<file path="config.mk">
export PLATFORM = sky130hd
export DESIGN_NAME = cdb_broadcaster
export DESIGN_NICKNAME = d
export VERILOG_FILES = /design/src/rtl/tomasulo_pkg.sv /design/src/rtl/rr_arbiter.sv /design/src/rtl/cdb_broadcaster.sv
export SDC_FILE = /design/constraint.sdc
export NUM_CORES = 1
export LEC_CHECK = 0
export BUFFER_PORTS_ARGS = -buffer_cell sky130_fd_sc_hd__buf_4
export CORE_ASPECT_RATIO = 0.9
export CORE_MARGIN = 4
export CORE_UTILIZATION = 42
export CTS_CLUSTER_DIAMETER = 200
export DETAILED_ROUTE_END_ITERATION = 8
export PLACE_DENSITY_LB_ADDON = 0.15
export SETUP_SLACK_MARGIN = 0.05
export SYNTH_ARGS = -nofsm -noshare
export SYNTH_HDL_FRONTEND = slang
export SYNTH_SLANG_ARGS = --single-unit
</file>
<file path="constraint.sdc">
create_clock -name clk -period 3.7 [get_ports clk]
set_input_delay 0.74 -clock clk [delete_from_list [all_inputs] [get_ports clk]]
set_output_delay 0.74 -clock clk [all_outputs]
set_load 0.01 [all_outputs]
</file>
<file path="src/rtl/tomasulo_pkg.sv">
// rtl/tomasulo_pkg.sv - shared Tomasulo core widths, reserved tag and CDB bus type
package tomasulo_pkg;

    localparam int TAG_W       = 4;
    localparam int DATA_W      = 32;
    localparam int NUM_SRC_DEF = 4;

    // Tag 0 marks "operand ready" in the reservation stations, so it never names a producer
    localparam logic [TAG_W-1:0] TAG_NONE = '0;

    typedef struct packed {
        logic              valid;
        logic [TAG_W-1:0]  tag;
        logic [DATA_W-1:0] data;
    } cdb_bus_t;

endpackage

</file>
<file path="src/rtl/rr_arbiter.sv">
// rtl/rr_arbiter.sv - round-robin arbiter owning rr_ptr; grant is one-hot plus index
module rr_arbiter #(
    parameter int NUM_SRC = tomasulo_pkg::NUM_SRC_DEF,
    parameter int IDX_W   = (NUM_SRC > 1) ? $clog2(NUM_SRC) : 1
) (
    input  logic               clk,
    input  logic               rst_n,
    input  logic [NUM_SRC-1:0] req_i,
    input  logic               en_i,
    output logic [NUM_SRC-1:0] grant_o,
    output logic               grant_valid_o,
    output logic [IDX_W-1:0]   grant_idx_o
);

    logic [IDX_W-1:0] rr_ptr_q, rr_ptr_d;
    logic             found;

    // Scan starting at rr_ptr and wrap; the first requester seen wins
    always_comb begin
        grant_o     = '0;
        grant_idx_o = '0;
        found       = 1'b0;
        for (int k = 0; k < NUM_SRC; k++) begin
            int j;
            j = int'(rr_ptr_q) + k;
            if (j >= NUM_SRC) j = j - NUM_SRC;
            if (en_i && !found && req_i[j]) begin
                found       = 1'b1;
                grant_o[j]  = 1'b1;
                grant_idx_o = IDX_W'(j);
            end
        end
        grant_valid_o = found;
    end

    always_comb begin
        rr_ptr_d = rr_ptr_q;
        if (found) begin
            rr_ptr_d = (grant_idx_o == IDX_W'(NUM_SRC - 1)) ? '0 : grant_idx_o + 1'b1;
        end
    end

    always_ff @(posedge clk) begin
        if (!rst_n) rr_ptr_q <= '0;
        else        rr_ptr_q <= rr_ptr_d;
    end

endmodule

</file>
<file path="src/rtl/cdb_broadcaster.sv">
// rtl/cdb_broadcaster.sv - CDB producer: round-robin pick, registered broadcast; CDB_TAG_CHECK_EN adds tag-0 trap
module cdb_broadcaster #(
    parameter int NUM_SRC = tomasulo_pkg::NUM_SRC_DEF,
    parameter int TAG_W   = tomasulo_pkg::TAG_W,
    parameter int DATA_W  = tomasulo_pkg::DATA_W
) (
    input  logic                      clk,
    input  logic                      rst_n,
    input  logic [NUM_SRC-1:0]        req_valid_i,
    input  logic [NUM_SRC*TAG_W-1:0]  req_tag_i,
    input  logic [NUM_SRC*DATA_W-1:0] req_data_i,
    output logic [NUM_SRC-1:0]        req_ready_o,
    input  logic                      cdb_hold_i,
    output logic                      cdb_valid_o,
    output logic [TAG_W-1:0]          cdb_tag_o,
    output logic [DATA_W-1:0]         cdb_data_o,
    output logic                      busy_o
`ifdef CDB_TAG_CHECK_EN
    ,
    output logic                      err_tag_zero_o
`endif
);
    import tomasulo_pkg::*;

    localparam int IDX_W = (NUM_SRC > 1) ? $clog2(NUM_SRC) : 1;

    logic              gnt_valid;
    logic [IDX_W-1:0]  gnt_idx;
    logic [TAG_W-1:0]  win_tag;
    logic [DATA_W-1:0] win_data;
    logic              bcast;

    logic              cdb_valid_q, cdb_valid_d;
    logic [TAG_W-1:0]  cdb_tag_q, cdb_tag_d;
    logic [DATA_W-1:0] cdb_data_q, cdb_data_d;

    // Reset gates the enable so requesters never see ready while rst_n is low
    rr_arbiter #(
        .NUM_SRC (NUM_SRC),
        .IDX_W   (IDX_W)
    ) u_arb (
        .clk           (clk),
        .rst_n         (rst_n),
        .req_i         (req_valid_i),
        .en_i          (rst_n & ~cdb_hold_i),
        .grant_o       (req_ready_o),
        .grant_valid_o (gnt_valid),
        .grant_idx_o   (gnt_idx)
    );

    assign win_tag  = req_tag_i[gnt_idx*TAG_W +: TAG_W];
    assign win_data = req_data_i[gnt_idx*DATA_W +: DATA_W];

`ifdef CDB_TAG_CHECK_EN
    assign bcast = gnt_valid && (win_tag != TAG_NONE);
`else
    assign bcast = gnt_valid;
`endif

    // Idle cycles drive zeros so snooping stations never match a stale tag
    always_comb begin
        cdb_valid_d = bcast;
        cdb_tag_d   = bcast ? win_tag  : '0;
        cdb_data_d  = bcast ? win_data : '0;
    end

    always_ff @(posedge clk) begin
        if (!rst_n) begin
            cdb_valid_q <= 1'b0;
            cdb_tag_q   <= '0;
            cdb_data_q  <= '0;
        end else begin
            cdb_valid_q <= cdb_valid_d;
            cdb_tag_q   <= cdb_tag_d;
            cdb_data_q  <= cdb_data_d;
        end
    end

`ifdef CDB_TAG_CHECK_EN
    logic err_q, err_d;

    assign err_d = err_q | (gnt_valid && (win_tag == TAG_NONE));

    always_ff @(posedge clk) begin
        if (!rst_n) err_q <= 1'b0;
        else        err_q <= err_d;
    end

    assign err_tag_zero_o = err_q;
`endif

    assign cdb_valid_o = cdb_valid_q;
    assign cdb_tag_o   = cdb_tag_q;
    assign cdb_data_o  = cdb_data_q;
    assign busy_o      = (|req_valid_i) | cdb_valid_q;

endmodule

</file>
==> results.py <==
metrics = {
    "logic_synthesis": {
        "synthFlopType": "dfxtp_1",
        "syn-cell-area_sq_um": 2765,
        "syn_avg_cell_area_sq_um": 10.89,
        "yosysWarningCount": 0,
        "synthesis.nets": 413,
        "ys_ff_latch": 39,
        "synthDistinctLibCells": 39,
        "netlist_instances": 254,
        "async_flop_share_pct": 0,
        "ys_seq_area_share_pct": 28.24,
        "synth_edf_count": 0,
    },
    "critical_path": {
        "crit_arrival_ps": 2390,
        "endpoint_kind": "primary output",
        "start_kind": "flip-flop",
        "crit_fanout": 9,
        "crit_type": "reg -> out",
        "reg2reg_from": "u_arb.rr_ptr_q[1]",
        "r2r_setup_slack_ps": 810,
        "cp.required_ps": 2960,
        "timing.rr.end": "cdb_data_o[19]",
        "reg2regPathDepth": 9,
    },
    "sta": {
        "hold_ws_ps": 689.7,
        "maxSlewHeadroom_pct": 57.45,
        "final_max_slew_viol_count": 0,
        "fin_crit_ps": 3135,
        "hold_violations": 0,
        "fmax_mhz": 319.0,
        "setup_viol": 0,
        "tns_ps": 0,
        "post-route-period-util_pct": 84.72,
        "tightestPinTransition_ps": 636.9,
        "skew_ps": 10.16,
        "rsz0062_at_grt": "false",
    },
    "route": {
        "route.detailed.drc": 0,
        "top_layer": "met4",
        "drt-met1-wl_mm": 3.544,
        "routed-wl-met2_mm": 4.719,
        "vias": 2694,
        "totalWireLength_mm": 9.012,
        "ant_nets": 0,
        "drtPass1Iterations": 4,
        "routedWlPerCell_um": 17.13,
        "viasPerCell": 5.122,
        "route.met3.wl_um": 691,
        "drt-initial-drc-count": 74,
    },
    "flow_run": {
        "drv_cap": 0,
    },
    "pwr": {
        "p_seq_share_pct": 32.7,
        "power_frac_comb_pct": 48.8,
        "pwr-share-clk_pct": 18.6,
        "p_total_mw": 1.536,
        "p_switching_uw": 526.3,
        "p_int_mw": 1.009,
        "switching_share_pct": 34.27,
        "power_density_nw_per_um2": 357.5,
        "leakagePower_nw": 1.842,
        "vdd_ir_drop_max_uv": 162.8,
    },
    "worst_hold_path": {
        "holdCritStartpoint": "u_arb.rr_ptr_q[1]",
        "hold_end": "u_arb.rr_ptr_q[1]",
        "hp-class": "reg -> reg",
        "hold_depth": 3,
    },
    "global_route": {
        "antenna_found_initial": 0,
        "grt_overflow": 0,
        "grt_pass1_vias": 2669,
        "grt_max_degree": 49,
        "grt_pass1_wl_mm": 13.59,
        "grt.total_usage_pct": 21.24,
    },
    "cells_and_area": {
        "diodes": 0,
        "final_cell_mix": "197 x buf_4, 75 x mux2i_1, 39 x dfxtp_1",
        "regArea_sq_um": 780.7,
        "multi_input_comb_area_sq_um": 1794,
        "drive_above_1_share_pct": 56.04,
        "fillers": 522,
        "nets": 597,
        "syn_to_final_growth_pct": 55.34,
        "instances_no_fill": 526,
        "layout_commonest_cell": "buf_4",
    },
    "die": {
        "die_w_um": 93.53,
        "row_count": 27,
        "fp.dieArea_sq_um": 7948,
        "io_pins": 193,
        "die_h_um": 84.98,
        "initial_core_util_pct": 44.24,
        "core_area_sq_um": 6250,
    },
    "placed_design": {
        "gp_congestion": 0.7954,
        "dp_hpwl_mm": 7.148,
        "port_buffers": 192,
        "placed_cells": 518,
    },
    "clocking": {
        "cts_tree": "done",
        "cts.sinks": 39,
        "cts_setup_buffers": 0,
        "cts.htree.levels": 2,
        "cts_buffers": 5,
        "cts_root_buffer": "clkbuf_8",
        "path_clk_slew_ps": 70,
        "clk_latency_ps": 290,
        "clock_path_buffers": 2,
        "ctsResizeCount": 0,
        "hold_buffers": 0,
    },
    "outcome": {
        "status": "finished, final reports clean",
    },
}
## per-layer routing
| layer | vias to the layer above | GRT usage, % |
|---|---|---|
| li1 | 1332 | - |
| met1 | 1250 | 25.12 |
| met2 | 108 | 39.22 |
| met3 | 4 | 4.876 |
| met4 | 0 | 4.068 |
| met5 | - | 0 |
## critical path, stage by stage, from the launching register on
cell and delay (ps):
dfxtp_1 340, inv_1 110, ha_1 490, mux4_2 380, nor3_1 410, a22oi_1 180
nand2_1 80, buf_4 110
## synth_stat cells, drive strengths merged (2+ instances only)
cell type / n / area share [%]
a21oi: 6 / 1.2
a221oi: 2 / 0.63
a22oi: 11 / 3.0
and3: 2 / 0.45
buf: 17 / 6.9
clkbuf: 5 / 0.68
dfxtp: 39 / 28
ha: 8 / 3.6
inv: 2 / 0.27
mux2: 5 / 2.0
mux2i: 75 / 27
mux4: 3 / 2.4
nand2: 9 / 1.2
nand2b: 8 / 1.8
nor2: 7 / 0.95
nor3: 5 / 0.90
o21ai: 2 / 0.36
o22ai: 36 / 15
## power groups by stage
stage	clock [mW]	combinational, mW	sequential, mW
floorplan	0	0.434	0.545
global route	0.312	0.806	0.508
finish	0.285	0.749	0.502
global placement	0	0.737	0.511
CTS	0.290	0.753	0.502
detailed placement	0	0.751	0.512
## flip-flops by register name, indices dropped and copies added (netlist names)
signal and flops:
cdb_tag_o 4, u_arb.rr_ptr_q 2, cdb_valid_o 1, cdb_data_o 32
## stage by stage
step	setup WS [ps]	utilization, %	area (sq um)
after floorplan	761.1	-	2765
after global placement	672.8	67.37	4210
after detailed placement	627.6	67.37	4210
after CTS	560.6	68.73	4295
after global routing	377.5	68.73	4295
final	565.3	68.73	4295
## final cells by class
cell class              count  share of cell area (%)
inverters                   2                  0.1748
well taps                  87                   2.534
repair buffers            199                   35.36
clock buffers               6                   1.689
clock inverters             2                  0.2913
flip-flops and latches     39                   18.18
multi-input cells         191                   41.77
## cells by family after synthesis
logic type                 synth area share [%]
xor gates and xnor gates                 0.3168
DFF                                       28.24
and+or+nand+nor                           6.924
adders and majority gates                 3.620
AOI/OAI and AO/OA                         21.45
muxes                                     31.63
buffers and inverters                     7.828
## worst max-delay path by stage
| stage | slack (ps) | end | startpoint |
|---|---|---|---|
| floorplan | 760 | req_ready_o[0] | u_arb.rr_ptr_q[1] |
| global placement | 670 | req_ready_o[3] | req_valid_i[2] |
| detailed placement | 630 | req_ready_o[0] | req_valid_i[2] |
| CTS | 560 | req_ready_o[2] | u_arb.rr_ptr_q[0] |
| global route | 380 | req_ready_o[3] | u_arb.rr_ptr_q[0] |
| finish | 570 | req_ready_o[0] | u_arb.rr_ptr_q[1] |
Note: power is estimated with default switching activity, not from simulation.
